`config.mk`:
```
export PLATFORM = sky130hd
export DESIGN_NAME = truth_table_scanner_flat
export DESIGN_NICKNAME = d
export VERILOG_FILES = /design/src/rtl/truth_table_scanner_if.sv /design/src/rtl/truth_table_scanner.sv /design/src/flat_wrapper.sv
export SDC_FILE = /design/constraint.sdc
export NUM_CORES = 1
export LEC_CHECK = 0
export ABC_AREA = 1
export CAP_MARGIN = 40
export CORE_ASPECT_RATIO = 1.2
export CORE_MARGIN = 2
export CORE_UTILIZATION = 50
export DETAILED_ROUTE_END_ITERATION = 7
export PLACE_DENSITY_LB_ADDON = 0.12
export SLEW_MARGIN = 10
export SYNTH_ARGS = -nofsm -noshare
export SYNTH_HDL_FRONTEND = slang
export SYNTH_SLANG_ARGS = --single-unit
```
`constraint.sdc`:
```
create_clock -name clk -period 1.6 [get_ports clk]
set_input_delay 0.32 -clock clk [delete_from_list [all_inputs] [get_ports clk]]
set_output_delay 0.32 -clock clk [all_outputs]
set_load 0.02 [all_outputs]
```
`src/rtl/truth_table_scanner_if.sv`:
```
// Bus between the truth-table scanner and its driver: scan request/reference in,
// mux select out, mux response in, captured table and status out.
interface truth_table_scanner_if;
  logic       start;
  logic [7:0] expected;
  logic       y_in;
  logic [2:0] sel;
  logic       busy;
  logic       done;
  logic [7:0] table_out;
  logic       match;

  modport master (
    output start, expected, y_in,
    input  sel, busy, done, table_out, match
  );

  modport slave (
    input  start, expected, y_in,
    output sel, busy, done, table_out, match
  );
endinterface

```
`src/rtl/truth_table_scanner.sv`:
```
// Walks sel through 0..7, lets the mux under test settle for SETTLE cycles per
// combination, captures y_in into a table and compares it with a reference latched at start.
module truth_table_scanner #(
  parameter int unsigned SETTLE = 1
) (
  input logic                  clk,
  input logic                  rst_n,
  truth_table_scanner_if.slave bus
);

  typedef enum logic [1:0] {IDLE, DRIVE, SAMPLE, DONE} state_t;

  localparam logic [3:0] SETTLE_LAST = 4'(SETTLE - 1);

  state_t     state;
  logic [3:0] settle_cnt;
  logic [7:0] capture;
  logic [7:0] exp_lat;

  always_ff @(posedge clk) begin
    if (!rst_n) begin
      state         <= IDLE;
      settle_cnt    <= 4'd0;
      capture       <= 8'h00;
      exp_lat       <= 8'h00;
      bus.sel       <= 3'd0;
      bus.busy      <= 1'b0;
      bus.done      <= 1'b0;
      bus.table_out <= 8'h00;
      bus.match     <= 1'b0;
    end else begin
      bus.done <= 1'b0;
      case (state)
        IDLE: begin
          if (bus.start) begin
            exp_lat    <= bus.expected;
            capture    <= 8'h00;
            settle_cnt <= 4'd0;
            bus.sel    <= 3'd0;
            bus.busy   <= 1'b1;
            state      <= DRIVE;
          end
        end
        DRIVE: begin
          if (settle_cnt == SETTLE_LAST) begin
            settle_cnt <= 4'd0;
            state      <= SAMPLE;
          end else begin
            settle_cnt <= settle_cnt + 4'd1;
          end
        end
        SAMPLE: begin
          capture[bus.sel] <= bus.y_in;
          if (bus.sel != 3'd7) begin
            bus.sel <= bus.sel + 3'd1;
            state   <= DRIVE;
          end else begin
            bus.busy <= 1'b0;
            state    <= DONE;
          end
        end
        DONE: begin
          // Results publish on the exit edge so table_out/match never move mid-scan.
          bus.done      <= 1'b1;
          bus.table_out <= capture;
          bus.match     <= (capture == exp_lat);
          bus.sel       <= 3'd0;
          state         <= IDLE;
        end
        default: begin
          state    <= IDLE;
          bus.sel  <= 3'd0;
          bus.busy <= 1'b0;
        end
      endcase
    end
  end

endmodule
```
`src/flat_wrapper.sv`:
```
// flat-port wrapper written by rule: the top's interface ports become plain ports
module truth_table_scanner_flat 
#(
  parameter int unsigned SETTLE = 1
)
  (clk, rst_n, bus_start, bus_expected, bus_y_in, bus_sel, bus_busy, bus_done, bus_table_out, bus_match);
  truth_table_scanner_if bus_i ();
  input logic clk;
  input logic rst_n;
  input wire logic [$bits(bus_i.start)-1:0] bus_start;
  input wire logic [$bits(bus_i.expected)-1:0] bus_expected;
  input wire logic [$bits(bus_i.y_in)-1:0] bus_y_in;
  output wire logic [$bits(bus_i.sel)-1:0] bus_sel;
  output wire logic [$bits(bus_i.busy)-1:0] bus_busy;
  output wire logic [$bits(bus_i.done)-1:0] bus_done;
  output wire logic [$bits(bus_i.table_out)-1:0] bus_table_out;
  output wire logic [$bits(bus_i.match)-1:0] bus_match;
  assign bus_i.start = bus_start;
  assign bus_i.expected = bus_expected;
  assign bus_i.y_in = bus_y_in;
  assign bus_sel = bus_i.sel;
  assign bus_busy = bus_i.busy;
  assign bus_done = bus_i.done;
  assign bus_table_out = bus_i.table_out;
  assign bus_match = bus_i.match;
  truth_table_scanner #(.SETTLE(SETTLE)) u_core (.clk(clk), .rst_n(rst_n), .bus(bus_i));
endmodule
```
==> flow_metrics.py, run 1 <==
metrics = {
    "outcome": {
        "outcome": "finished clean",
    },
    "timing": {
        "tightest_slew_ns": 0.318,
        "clock_skew_ns": 0.00366,
        "max_slew_margin_pct": 78.8,
        "drv_slew": 0,
        "hold_viol_final": 0,
        "final.period_utilization_pct": 88.9,
        "period_needed_ns": 1.42,
        "setup_tns_ns": 0,
        "rsz0062_at_grt": "no",
        "setup-violations-final": 0,
        "fmax_mhz": 703,
    },
    "clocking": {
        "htreeDepth": 2,
        "path_clk_slew_ns": 0.10,
        "cts-root-buf": "clkbuf_4",
        "cts.sinks": 36,
        "cts.path.max_buffers": 2,
        "cts_buffers": 5,
        "clk_latency_ns": 0.34,
        "cts_hold_buf": 0,
        "cts_tree": "yes",
    },
    "power_and_ir_drop": {
        "p_seq_share_pct": 56.6,
        "vdd_drop_max_mv": 0.551,
        "leakage_nw": 0.840,
        "clkPwrFrac_pct": 30.5,
        "p_int_mw": 1.23,
        "switching_share_pct": 26.6,
        "p_sw_uw": 446,
        "pwr-share-comb_pct": 12.8,
        "powerDensity_mw_per_mm2": 868,
    },
    "synth": {
        "yosys.area_share.simple_pct": 22.4,
        "avgSynthCellArea_um2": 7.26,
        "ys_seq_area_share_pct": 46.2,
        "syn_nets": 231,
        "syn_area_mm2": 0.00156,
        "synth-xor-area-share_pct": 1.68,
        "synth-compound-area-share_pct": 18.2,
        "synthCells": 215,
        "synth-adder-area-share_pct": 3.21,
        "ys_types": 22,
        "synth_top_family_by_area": "simple AND/OR/NAND/NOR gates",
        "synth_seq_cells": 36,
        "synthMuxAreaShare_pct": 0,
        "ys_warn_count": 0,
    },
    "final_layout": {
        "multi_input_area_um2": 709,
        "seq_area_um2": 721,
        "num-fill-cells": 308,
        "diodes": 0,
        "design_area_mm2": 0.00193,
        "nNetsFinal": 263,
        "syn_to_final_growth_pct": 23.7,
        "drive_gt1_share_pct": 10.5,
    },
    "placement": {
        "dp_hpwl_mm": 2.23,
        "postPlaceCellArea_mm2": 0.00189,
        "gp_congestion": 0.776,
        "portBuffers": 25,
    },
    "routing": {
        "wl_mm": 3.09,
        "vias": 1383,
        "vias_per_cell": 4.87,
        "drt_iter0_drc": 29,
        "ant_nets": 0,
        "drtPass1Iterations": 4,
        "drc_errors": 0,
        "wl_per_cell_um": 10.9,
    },
    "floorplan": {
        "io_pins": 26,
        "die_w_um": 55.0,
        "fp.dieH_um": 65.2,
        "core_area_mm2": 0.00303,
        "rows": 22,
        "initial_utilization_pct": 51.6,
        "die_area_mm2": 0.00359,
    },
    "grt": {
        "grt_pass1_vias": 1156,
        "grt-ovfl-total": 0,
        "grt_antenna_before_repair": 0,
        "grt_use_total_pct": 19.5,
        "grt_max_degree": 23,
        "grt_first_pass_wirelength_mm": 5.04,
    },
    "worst_setup_path": {
        "cp_num_buf_inv": 1,
        "cp.arrival_ns": 1.10,
        "crit_path_start_kind": "register",
        "crit_chain": "dlygate4sd2_1",
        "critPathTopFamily": "flip-flops",
        "crit_required_ns": 1.28,
        "crit_type": "reg2out",
        "slowest_stage": "dfxtp_1",
        "rr_worst_depth": 7,
        "cp_max_fo": 5,
        "worstSetupEndpointType": "primary output",
        "cp_slowest_stage_delay_ns": 0.41,
        "critical_path_depth": 1,
    },
    "run": {
        "cap_violations": 0,
    },
    "hold_path": {
        "holdPathStages": 2,
        "hold_class": "reg2reg",
    },
}
[power groups by stage]
stage	sequential [mW]	clock [mW]	combinational [mW]
after floorplan	0.978	0	0.124
after global placement	0.970	0	0.220
after detailed placement	0.970	0	0.221
after CTS	0.950	0.540	0.217
after global routing	0.956	0.567	0.241
final	0.950	0.512	0.215
[cells in the mapped netlist]
cell	count	area, um^2
nand4_1	2	12.5
a21oi_1	29	145
buf_2	3	15.0
or2_2	1	6.26
nor2_1	22	82.6
xor2_1	1	8.76
o21ai_0	11	55.1
inv_2	6	22.5
nand3_1	10	50.1
a31oi_1	1	6.26
ha_1	4	50.1
nand2_1	42	158
dfxtp_1	36	721
nor2_2	3	18.8
inv_1	22	82.6
o21ai_1	11	55.1
nand2_2	1	6.26
nor3_1	1	5.00
clkbuf_1	3	11.3
xnor2_1	2	17.5
nand3_2	1	10.0
a211oi_1	3	22.5
[placed cells by master, fill, tap and decap left out, drive strengths merged]
cell	count
a211oi	3
a21oi	29
a31oi	1
buf	6
clkbuf	6
clkdlybuf4s50	11
clkinv	2
dfxtp	36
dlygate4sd2	14
ha	4
inv	28
nand2	43
nand3	11
nand4	2
nor2	25
nor3	1
o21ai	22
or2	1
xnor2	2
xor2	1
[logic make-up after synthesis]
| logic type | after synthesis |
|---|---|
| fa+ha+maj | 4 |
| xor+xnor | 3 |
| compound gates | 55 |
| simple gates | 83 |
| buf+inv | 34 |
| flops | 36 |
[routing by layer]
layer	up-vias	share of wire (%)	track usage (%)
met5	-	0	0
met4	0	1.9	9.15
met3	7	3.5	6.14
met2	19	47	31.0
met1	598	48	23.3
li1	759	-	-
[stage by stage]
| step | worst slack [ns] | instances | hold WS, ns | util [%] | power (mW) |
|---|---|---|---|---|---|
| 5_1_grt | 0.0855 | 284 | 0.501 | 63.8 | 1.76 |
| 6_report | 0.177 | 284 | 0.469 | 63.8 | 1.68 |
| 3_5_place_dp | 0.0685 | 276 | 0.454 | 62.4 | 1.19 |
| 4_1_cts | 0.141 | 284 | 0.468 | 63.8 | 1.71 |
| 2_1_floorplan | 0.231 | 215 | 0.442 | - | 1.10 |
| 3_3_place_gp | 0.0805 | 276 | 0.455 | 62.4 | 1.19 |
[what timing repair did]
item | in CTS | in global routing
setup endpoints to repair | 14 | 0
buffers inserted | 0 | 0
resized for setup | 14 | 0
[layout make-up]
cell class                      instances  share of cell area [%]
Inverter                               28                    5.44
Clock inverter                          2                   0.518
Multi-Input combinational cell        145                    36.7
Sequential cell                        36                    37.3
Clock buffer                            6                    2.66
Timing Repair Buffer                   31                    15.0
Tap cell                               36                    2.33
[state kept, by name, indices dropped and copies added (netlist names)]
register / flops
u_core.settle_cnt: 4
u_core.bus.match: 1
u_core.bus.sel: 3
u_core.bus.table_out: 8
u_core.capture: 8
u_core.state: 2
u_core.bus.done: 1
u_core.exp_lat: 8
u_core.bus.busy: 1
[path summary, 6_finish.rpt]
path	start	to	slack [ns]
max	u_core.bus.sel[1]	bus_sel[1]	0.18
min	u_core.bus.match	u_core.bus.match	0.47
max reg2reg	u_core.bus.sel[1]	u_core.bus.sel[2]	0.26
min reg2reg	u_core.bus.match	u_core.bus.match	0.47
No activity file was read; power rests on OpenSTA's default activity.
==> inputs of run 2 (changes only) <==
- GPL_ROUTABILITY_DRIVEN: not set -> 0
==> results of run 2 <==
Same layout as run 1: the final DEF is identical, and so are final timing and power.
